$ cat config.mk
export PLATFORM = sky130hd
export DESIGN_NAME = seven_segment_bcd_display_flat
export DESIGN_NICKNAME = d
export VERILOG_FILES = /design/src/rtl/seven_segment_bcd_display_if.sv /design/src/rtl/seven_segment_bcd_display.sv /design/src/flat_wrapper.sv
export SDC_FILE = /design/constraint.sdc
export NUM_CORES = 1
export LEC_CHECK = 0
export ABC_AREA = 1
export BUFFER_PORTS_ARGS = -buffer_cell sky130_fd_sc_hd__buf_2
export CAP_MARGIN = 20
export CELL_PAD_IN_SITES_DETAIL_PLACEMENT = 0
export CELL_PAD_IN_SITES_GLOBAL_PLACEMENT = 1
export CORE_MARGIN = 2
export CORE_UTILIZATION = 40
export CTS_CLUSTER_DIAMETER = 50
export DETAILED_ROUTE_END_ITERATION = 12
export PLACE_DENSITY_LB_ADDON = 0.1
export SETUP_SLACK_MARGIN = 0.02
export SLEW_MARGIN = 30
export SYNTH_ARGS = -nofsm -noshare
export SYNTH_HDL_FRONTEND = slang
export SYNTH_SLANG_ARGS = --single-unit
$ cat constraint.sdc
create_clock -name clk -period 2.3 [get_ports clk]
set_input_delay 0.46 -clock clk [delete_from_list [all_inputs] [get_ports clk]]
set_output_delay 0.46 -clock clk [all_outputs]
set_load 0.01 [all_outputs]
$ cat src/rtl/seven_segment_bcd_display_if.sv
// Value-in / display-out bundle of the seven-segment BCD driver.
// Handshake: a transfer happens on a rising clock edge where data_valid and ready are both 1; data_valid while ready is 0 is ignored.
interface seven_segment_bcd_display_if #(
    parameter int DATA_WIDTH = 20,
    parameter int DIGITS     = 6
);
    logic [DATA_WIDTH-1:0] data_in;
    logic                  data_valid;
    logic                  blank_leading_zeros;
    logic                  ready;
    logic [DIGITS*7-1:0]   segment_pins;
    logic [DIGITS*4-1:0]   bcd_out;
    logic                  overflow;
    logic                  update_done;

    modport master (
        output data_in, data_valid, blank_leading_zeros,
        input  ready, segment_pins, bcd_out, overflow, update_done
    );

    modport slave (
        input  data_in, data_valid, blank_leading_zeros,
        output ready, segment_pins, bcd_out, overflow, update_done
    );
endinterface

$ cat src/rtl/seven_segment_bcd_display.sv
// Serial double-dabble binary-to-BCD converter feeding registered seven-segment patterns.
// One bit is converted per clock, and the results are latched in a single cycle when the conversion ends.
module seven_segment_bcd_display #(
    parameter int DATA_WIDTH = 20,
    parameter int DIGITS     = 6,
    parameter int ACTIVE_LOW = 1
) (
    input  logic                        clk,
    input  logic                        reset,
    seven_segment_bcd_display_if.slave  bus,
    output logic [1:0]                  dbg_state
);
    localparam int INT_DIGITS = (DATA_WIDTH + 2) / 3;
    // The register is widened to DIGITS when the display has more places than the conversion needs.
    localparam int NDIG = (INT_DIGITS > DIGITS) ? INT_DIGITS : DIGITS;
    localparam int BW   = NDIG * 4;
    localparam int CW   = $clog2(DATA_WIDTH);
    localparam logic [CW-1:0] LAST = CW'(DATA_WIDTH - 1);
    localparam logic AL = (ACTIVE_LOW != 0);
    localparam logic [6:0] DASH = 7'b1000000;

    typedef enum logic [1:0] {
        IDLE  = 2'd0,
        SHIFT = 2'd1,
        LATCH = 2'd2
    } state_t;

    state_t                state_q, state_d;
    logic [DATA_WIDTH-1:0] shift_q;
    logic [BW-1:0]         bcd_q;
    logic [BW-1:0]         adj;
    logic [CW-1:0]         cnt_q;
    logic                  blank_q;
    logic                  ovf_c;
    logic                  zero_run;
    logic [3:0]            dig;
    logic [6:0]            lit;
    logic [DIGITS*7-1:0]   seg_c;

    function automatic logic [6:0] lit_of(input logic [3:0] d);
        case (d)
            4'd0:    lit_of = 7'b0111111;
            4'd1:    lit_of = 7'b0000110;
            4'd2:    lit_of = 7'b1011011;
            4'd3:    lit_of = 7'b1001111;
            4'd4:    lit_of = 7'b1100110;
            4'd5:    lit_of = 7'b1101101;
            4'd6:    lit_of = 7'b1111101;
            4'd7:    lit_of = 7'b0000111;
            4'd8:    lit_of = 7'b1111111;
            4'd9:    lit_of = 7'b1101111;
            default: lit_of = 7'b0000000;
        endcase
    endfunction

    assign bus.ready = (state_q == IDLE);
    assign dbg_state = state_q;

    always_ff @(posedge clk) begin
        if (reset) state_q <= IDLE;
        else       state_q <= state_d;
    end

    always_comb begin
        state_d = state_q;
        case (state_q)
            IDLE:    if (bus.data_valid) state_d = SHIFT;
            SHIFT:   if (cnt_q == LAST) state_d = LATCH;
            LATCH:   state_d = IDLE;
            default: state_d = IDLE;
        endcase
    end

    always_comb begin
        adj = bcd_q;
        for (int i = 0; i < NDIG; i++) begin
            if (bcd_q[i*4 +: 4] >= 4'd5) adj[i*4 +: 4] = bcd_q[i*4 +: 4] + 4'd3;
        end
    end

    // The digit patterns are computed from the finished BCD. They are registered only in LATCH.
    always_comb begin
        ovf_c    = 1'b0;
        seg_c    = '0;
        zero_run = 1'b1;
        dig      = '0;
        lit      = '0;
        for (int i = DIGITS; i < NDIG; i++) begin
            if (bcd_q[i*4 +: 4] != 4'd0) ovf_c = 1'b1;
        end
        for (int i = DIGITS - 1; i >= 0; i--) begin
            dig      = bcd_q[i*4 +: 4];
            zero_run = zero_run & (dig == 4'd0);
            if (ovf_c)                          lit = DASH;
            else if (i > 0 && blank_q && zero_run) lit = 7'b0000000;
            else                                lit = lit_of(dig);
            seg_c[i*7 +: 7] = lit ^ {7{AL}};
        end
    end

    always_ff @(posedge clk) begin
        if (reset) begin
            shift_q          <= '0;
            bcd_q            <= '0;
            cnt_q            <= '0;
            blank_q          <= 1'b0;
            bus.segment_pins <= {(DIGITS*7){AL}};
            bus.bcd_out      <= '0;
            bus.overflow     <= 1'b0;
            bus.update_done  <= 1'b0;
        end else begin
            bus.update_done <= 1'b0;
            case (state_q)
                IDLE: begin
                    if (bus.data_valid) begin
                        shift_q <= bus.data_in;
                        bcd_q   <= '0;
                        cnt_q   <= '0;
                        blank_q <= bus.blank_leading_zeros;
                    end
                end
                SHIFT: begin
                    bcd_q   <= {adj[BW-2:0], shift_q[DATA_WIDTH-1]};
                    shift_q <= {shift_q[DATA_WIDTH-2:0], 1'b0};
                    cnt_q   <= cnt_q + 1'b1;
                end
                LATCH: begin
                    bus.segment_pins <= seg_c;
                    bus.bcd_out      <= bcd_q[DIGITS*4-1:0];
                    bus.overflow     <= ovf_c;
                    bus.update_done  <= 1'b1;
                end
                default: ;
            endcase
        end
    end
endmodule

$ cat src/flat_wrapper.sv
// flat-port wrapper written by rule: the top's interface ports become plain ports
module seven_segment_bcd_display_flat 
#(
    parameter int DATA_WIDTH = 20,
    parameter int DIGITS     = 6,
    parameter int ACTIVE_LOW = 1
)
  (clk, reset, dbg_state, bus_data_in, bus_data_valid, bus_blank_leading_zeros, bus_ready, bus_segment_pins, bus_bcd_out, bus_overflow, bus_update_done);
  seven_segment_bcd_display_if #(.DATA_WIDTH(DATA_WIDTH), .DIGITS(DIGITS)) bus_i ();
  input  logic clk;
  input  logic reset;
  output logic [1:0] dbg_state;
  input wire logic [$bits(bus_i.data_in)-1:0] bus_data_in;
  input wire logic [$bits(bus_i.data_valid)-1:0] bus_data_valid;
  input wire logic [$bits(bus_i.blank_leading_zeros)-1:0] bus_blank_leading_zeros;
  output wire logic [$bits(bus_i.ready)-1:0] bus_ready;
  output wire logic [$bits(bus_i.segment_pins)-1:0] bus_segment_pins;
  output wire logic [$bits(bus_i.bcd_out)-1:0] bus_bcd_out;
  output wire logic [$bits(bus_i.overflow)-1:0] bus_overflow;
  output wire logic [$bits(bus_i.update_done)-1:0] bus_update_done;
  assign bus_i.data_in = bus_data_in;
  assign bus_i.data_valid = bus_data_valid;
  assign bus_i.blank_leading_zeros = bus_blank_leading_zeros;
  assign bus_ready = bus_i.ready;
  assign bus_segment_pins = bus_i.segment_pins;
  assign bus_bcd_out = bus_i.bcd_out;
  assign bus_overflow = bus_i.overflow;
  assign bus_update_done = bus_i.update_done;
  seven_segment_bcd_display #(.DATA_WIDTH(DATA_WIDTH), .DIGITS(DIGITS), .ACTIVE_LOW(ACTIVE_LOW)) u_core (.clk(clk), .reset(reset), .bus(bus_i), .dbg_state(dbg_state));
endmodule
==> reports/qor.log <==
INFO  logic_synthesis ys_async_sr_fraction=0
INFO  detailed_routing detailroute.via_count=6577
INFO  clock_tree     cts.path.max_buffers=2
INFO  global_route   tot_gr_track_use=0.190
INFO  global_route   grt.overflow.total=0
INFO  placed_design  pre_cts_ws=0.00544ns
INFO  setup_path     worst_ep_arrival_time=2.40ns
INFO  pwr            vdd_ir_drop_max=0.000514V
INFO  die            ioPinCount=95
INFO  die            die_x=142um
INFO  hold_path      worstHoldStart=bus_blank_leading_zeros
INFO  clock_tree     cts_inserted_buffers=17
INFO  die            die_h=142um
INFO  finish         final_instance_count_excl_fillers=1366
INFO  sta            finalClockSkew=0.0102ns
INFO  detailed_routing antenna_left=0
INFO  logic_synthesis syn-num-nets=1084
INFO  sta            timing_hold_violations_final=0
INFO  logic_synthesis syn_area=7570um^2
INFO  global_route   grt_start_max_net_pins=86
INFO  finish         layout-area-overhead-vs-synth=21.1%
INFO  die            start_util=0.406
INFO  clock_tree     cts_root_buf=clkbuf_16
INFO  pwr            power.internal=4.84mW
INFO  detailed_routing topRoutingLayerUsed=met4
INFO  finish         fillerInstances=1870
INFO  global_route   grt_first_pass_wirelength=30600um
INFO  setup_path     worst-r2r-setup-slack=0.25ns
INFO  logic_synthesis dominantRegCellSynth=dfxtp_1
INFO  placed_design  place_hpwl=12900um
INFO  pwr            p_leak=4.31nW
INFO  clock_tree     tritoncts_num_sinks=166
INFO  hold_path      worst_hold_path.num_cells=3
INFO  sta            rsz0062_at_grt=false
INFO  sta            layout_min_cycle_time=2.05ns
INFO  global_route   vias_in_the_first_global_route=6146
INFO  clock_tree     tritoncts=yes
INFO  detailed_routing drc_errors=0
INFO  global_route   antenna_found_initial=0
INFO  clock_tree     holdBufCountCts=0
INFO  sta            fmax=488MHz
INFO  pwr            power.total=6.19mW
INFO  sta            setup_total_negative_slack=0ns
INFO  logic_synthesis netlist.area_leader.share=0.439
INFO  outcome        run_status=completed
INFO  placed_design  placed_cells_incl_taps=1337
INFO  logic_synthesis syn_area_per_cell=7.54um^2
INFO  pwr            switch_share=0.219
INFO  logic_synthesis postSynthCellCount=1004
INFO  sta            layout_setup_ws=0.253ns
INFO  sta            layout_worst_path_cycle_share=0.890
INFO  detailed_routing vias_per_instance=4.81
INFO  detailed_routing met3_routed_length=574um
INFO  setup_path     worstPathRequired=2.66ns
INFO  setup_path     worst-setup-path-type=reg2reg
INFO  logic_synthesis synth_seq_cells=166
INFO  logic_synthesis synthDominantAreaCellType=dfxtp_1
INFO  setup_path     cells_on_worst_reg2reg_path=15
INFO  logic_synthesis synth_commonest_cells=301 x nand2_1, 166 x dfxtp_1, 97 x o21ai_0
INFO  detailed_routing initial_drc_count=352
INFO  detailed_routing met2RoutedLength=8250um
INFO  logic_synthesis synth-edff-count=0
INFO  die            num_rows=50
INFO  flow_run       drv_cap=0
INFO  placed_design  gpl.final_weighted_congestion=0.831
INFO  sta            worst_slew_pin_slew=0.803ns
INFO  setup_path     max_fo_critical_path=6
INFO  setup_path     worst_r2r_startpoint=u_core.bcd_q[5]$_SDFFE_PP0N_
INFO  finish         fraction_of_layout_cells_with_a_size_suffix_above_1=0.173
INFO  detailed_routing detail_route.wl_per_cell=13.4um
INFO  setup_path     critPathLaunchType=flip-flop
INFO  logic_synthesis yosys-top-cells-area=dfxtp_1 44%, nand2_1 15%, ha_1 9.3%, o21ai_0 6.4%, inv_1 4.7%
INFO  logic_synthesis ys.warnings.count=0
INFO  sta            slew_headroom=0.465
INFO  clock_tree     worst_skew_pair.late_latency=0.42ns
INFO  finish         seq_area=3320um^2
INFO  logic_synthesis synth_seq_area_share=0.439
INFO  detailed_routing totalWireLength=18300um
INFO  finish         nets_finish=1203
INFO  finish         num_antenna_cells=0
INFO  sta            count_of_pins_over_their_slew_limit=0
INFO  pwr            p_per_area=676nW/um^2
INFO  die            floorplan.die_area=20000um^2
INFO  die            core_area=18600um^2
INFO  detailed_routing drt_first_pass_iters=5
INFO  hold_path      hold_path_class=in2reg
INFO  setup_path     setup.worst_path.end_class=flip-flop
INFO  logic_synthesis ys_types=34
INFO  pwr            power.share.sequential=0.476
INFO  logic_synthesis post-synth-top-count-cell=nand2_1
INFO  pwr            pwr-share-clk=0.470
INFO  hold_path      hold_end=u_core.blank_q$_SDFFE_PP0P_
INFO  pwr            switching_power=1.36mW
INFO  sta            number_of_setup_violations_in_the_final_report=0
INFO  clock_tree     worst_setup_hold_path_clk_slew=0.07ns
INFO  placed_design  place.port_buffers=94
INFO  finish         multi_input_comb_area=3720um^2
INFO  clock_tree     cts.htree.levels=4
INFO  detailed_routing wl_met1=9320um
INFO  pwr            power.share.combinational=0.054
-- worst max path at each step --
stage	to	slack, ns	start
CTS	flip-flop	0.13	u_core.bcd_q[8]$_SDFFE_PP0N_
detailed placement	flip-flop	0.005	bus_data_valid
global placement	flip-flop	0.10	bus_data_valid
global route	flip-flop	0.03	u_core.bcd_q[8]$_SDFFE_PP0N_
finish	flip-flop	0.25	u_core.bcd_q[5]$_SDFFE_PP0N_
floorplan	flip-flop	0.34	bus_data_valid
-- layer usage --
| layer | GRT usage | vias to the layer above |
|---|---|---|
| li1 | - | 3532 |
| met1 | 0.266 | 2918 |
| met2 | 0.302 | 111 |
| met3 | 0.0310 | 16 |
| met4 | 0.0595 | 0 |
| met5 | 0 | - |
-- cells in the final DEF (no fill, tap or decap), types with 2 or more instances in the layout --
master / synthesis / final
nor2_1: 27 / 24
o22ai_1: 13 / 13
o32ai_1: 3 / 3
clkbuf_1: 28 / 3
inv_1: 94 / 92
ha_1: 56 / 56
nand2_2: 3 / 5
inv_2: 6 / 6
buf_12: 0 / 3
clkinv_4: 0 / 3
a22oi_1: 3 / 3
nor2_2: 1 / 2
o21ai_0: 97 / 95
o211ai_1: 2 / 2
nand2_1: 301 / 299
buf_2: 7 / 94
nand3b_1: 20 / 20
dfxtp_1: 166 / 165
a21oi_2: 4 / 4
nand4_1: 16 / 16
bufinv_16: 0 / 4
a21oi_1: 49 / 49
nor2_4: 0 / 2
clkbuf_16: 0 / 17
nand3_1: 69 / 69
nand3_2: 3 / 3
a31oi_1: 14 / 14
o21ai_2: 3 / 4
o21ai_1: 6 / 7
buf_4: 3 / 44
-- worst max-delay path: stages (launching register included) --
cell	delay, ns
dfxtp_1	0.35
inv_1	0.10
ha_1	0.19
inv_1	0.08
nand2_1	0.09
nand3_1	0.12
nand2_1	0.07
nand3_1	0.07
nand2_1	0.08
nand2_1	0.18
inv_1	0.11
ha_1	0.18
nand3b_1	0.18
nand2_1	0.08
nand2_1	0.05
nand2_1	0.05
-- cells by family after synthesis --
logic type,synth area share
AND/OR/NAND/NOR,0.251
AO/OA/AOI/OAI,0.144
flip-flops,0.439
buffers and inverters,0.0735
adder cells (fa/ha/maj),0.0925
-- power by group through the flow --
stage          logic [mW]  clock network (mW)  registers (mW)
2_1_floorplan       0.201                   0            3.01
3_3_place_gp        0.328                   0            3.01
3_5_place_dp        0.331                   0            3.01
4_1_cts             0.333                3.00            2.95
5_1_grt             0.375                3.13            2.95
6_report            0.332                2.91            2.95
-- layout make-up --
type / count / area share
clock buffer: 20 / 0.0476
inverter: 100 / 0.0414
tap: 234 / 0.0319
sequential: 166 / 0.363
timing repair buffer: 141 / 0.0939
clock inverter: 8 / 0.0168
multi-input combinational: 697 / 0.406
-- metrics by stage --
stage | utilization | hold slack (ns) | cell area (um^2)
3_3_place_gp | 0.458 | 0.406 | 8550
5_1_grt | 0.492 | 0.285 | 9170
2_1_floorplan | - | 0.396 | 7570
3_5_place_dp | 0.458 | 0.413 | 8550
4_1_cts | 0.490 | 0.255 | 9140
6_report | 0.492 | 0.270 | 9170
-- what timing repair did --
item	in CTS	in global routing
setup endpoints to repair	0	27
gates resized for setup	0	11
setup buffers	0	1
Note: power is estimated with default switching activity, not from simulation.
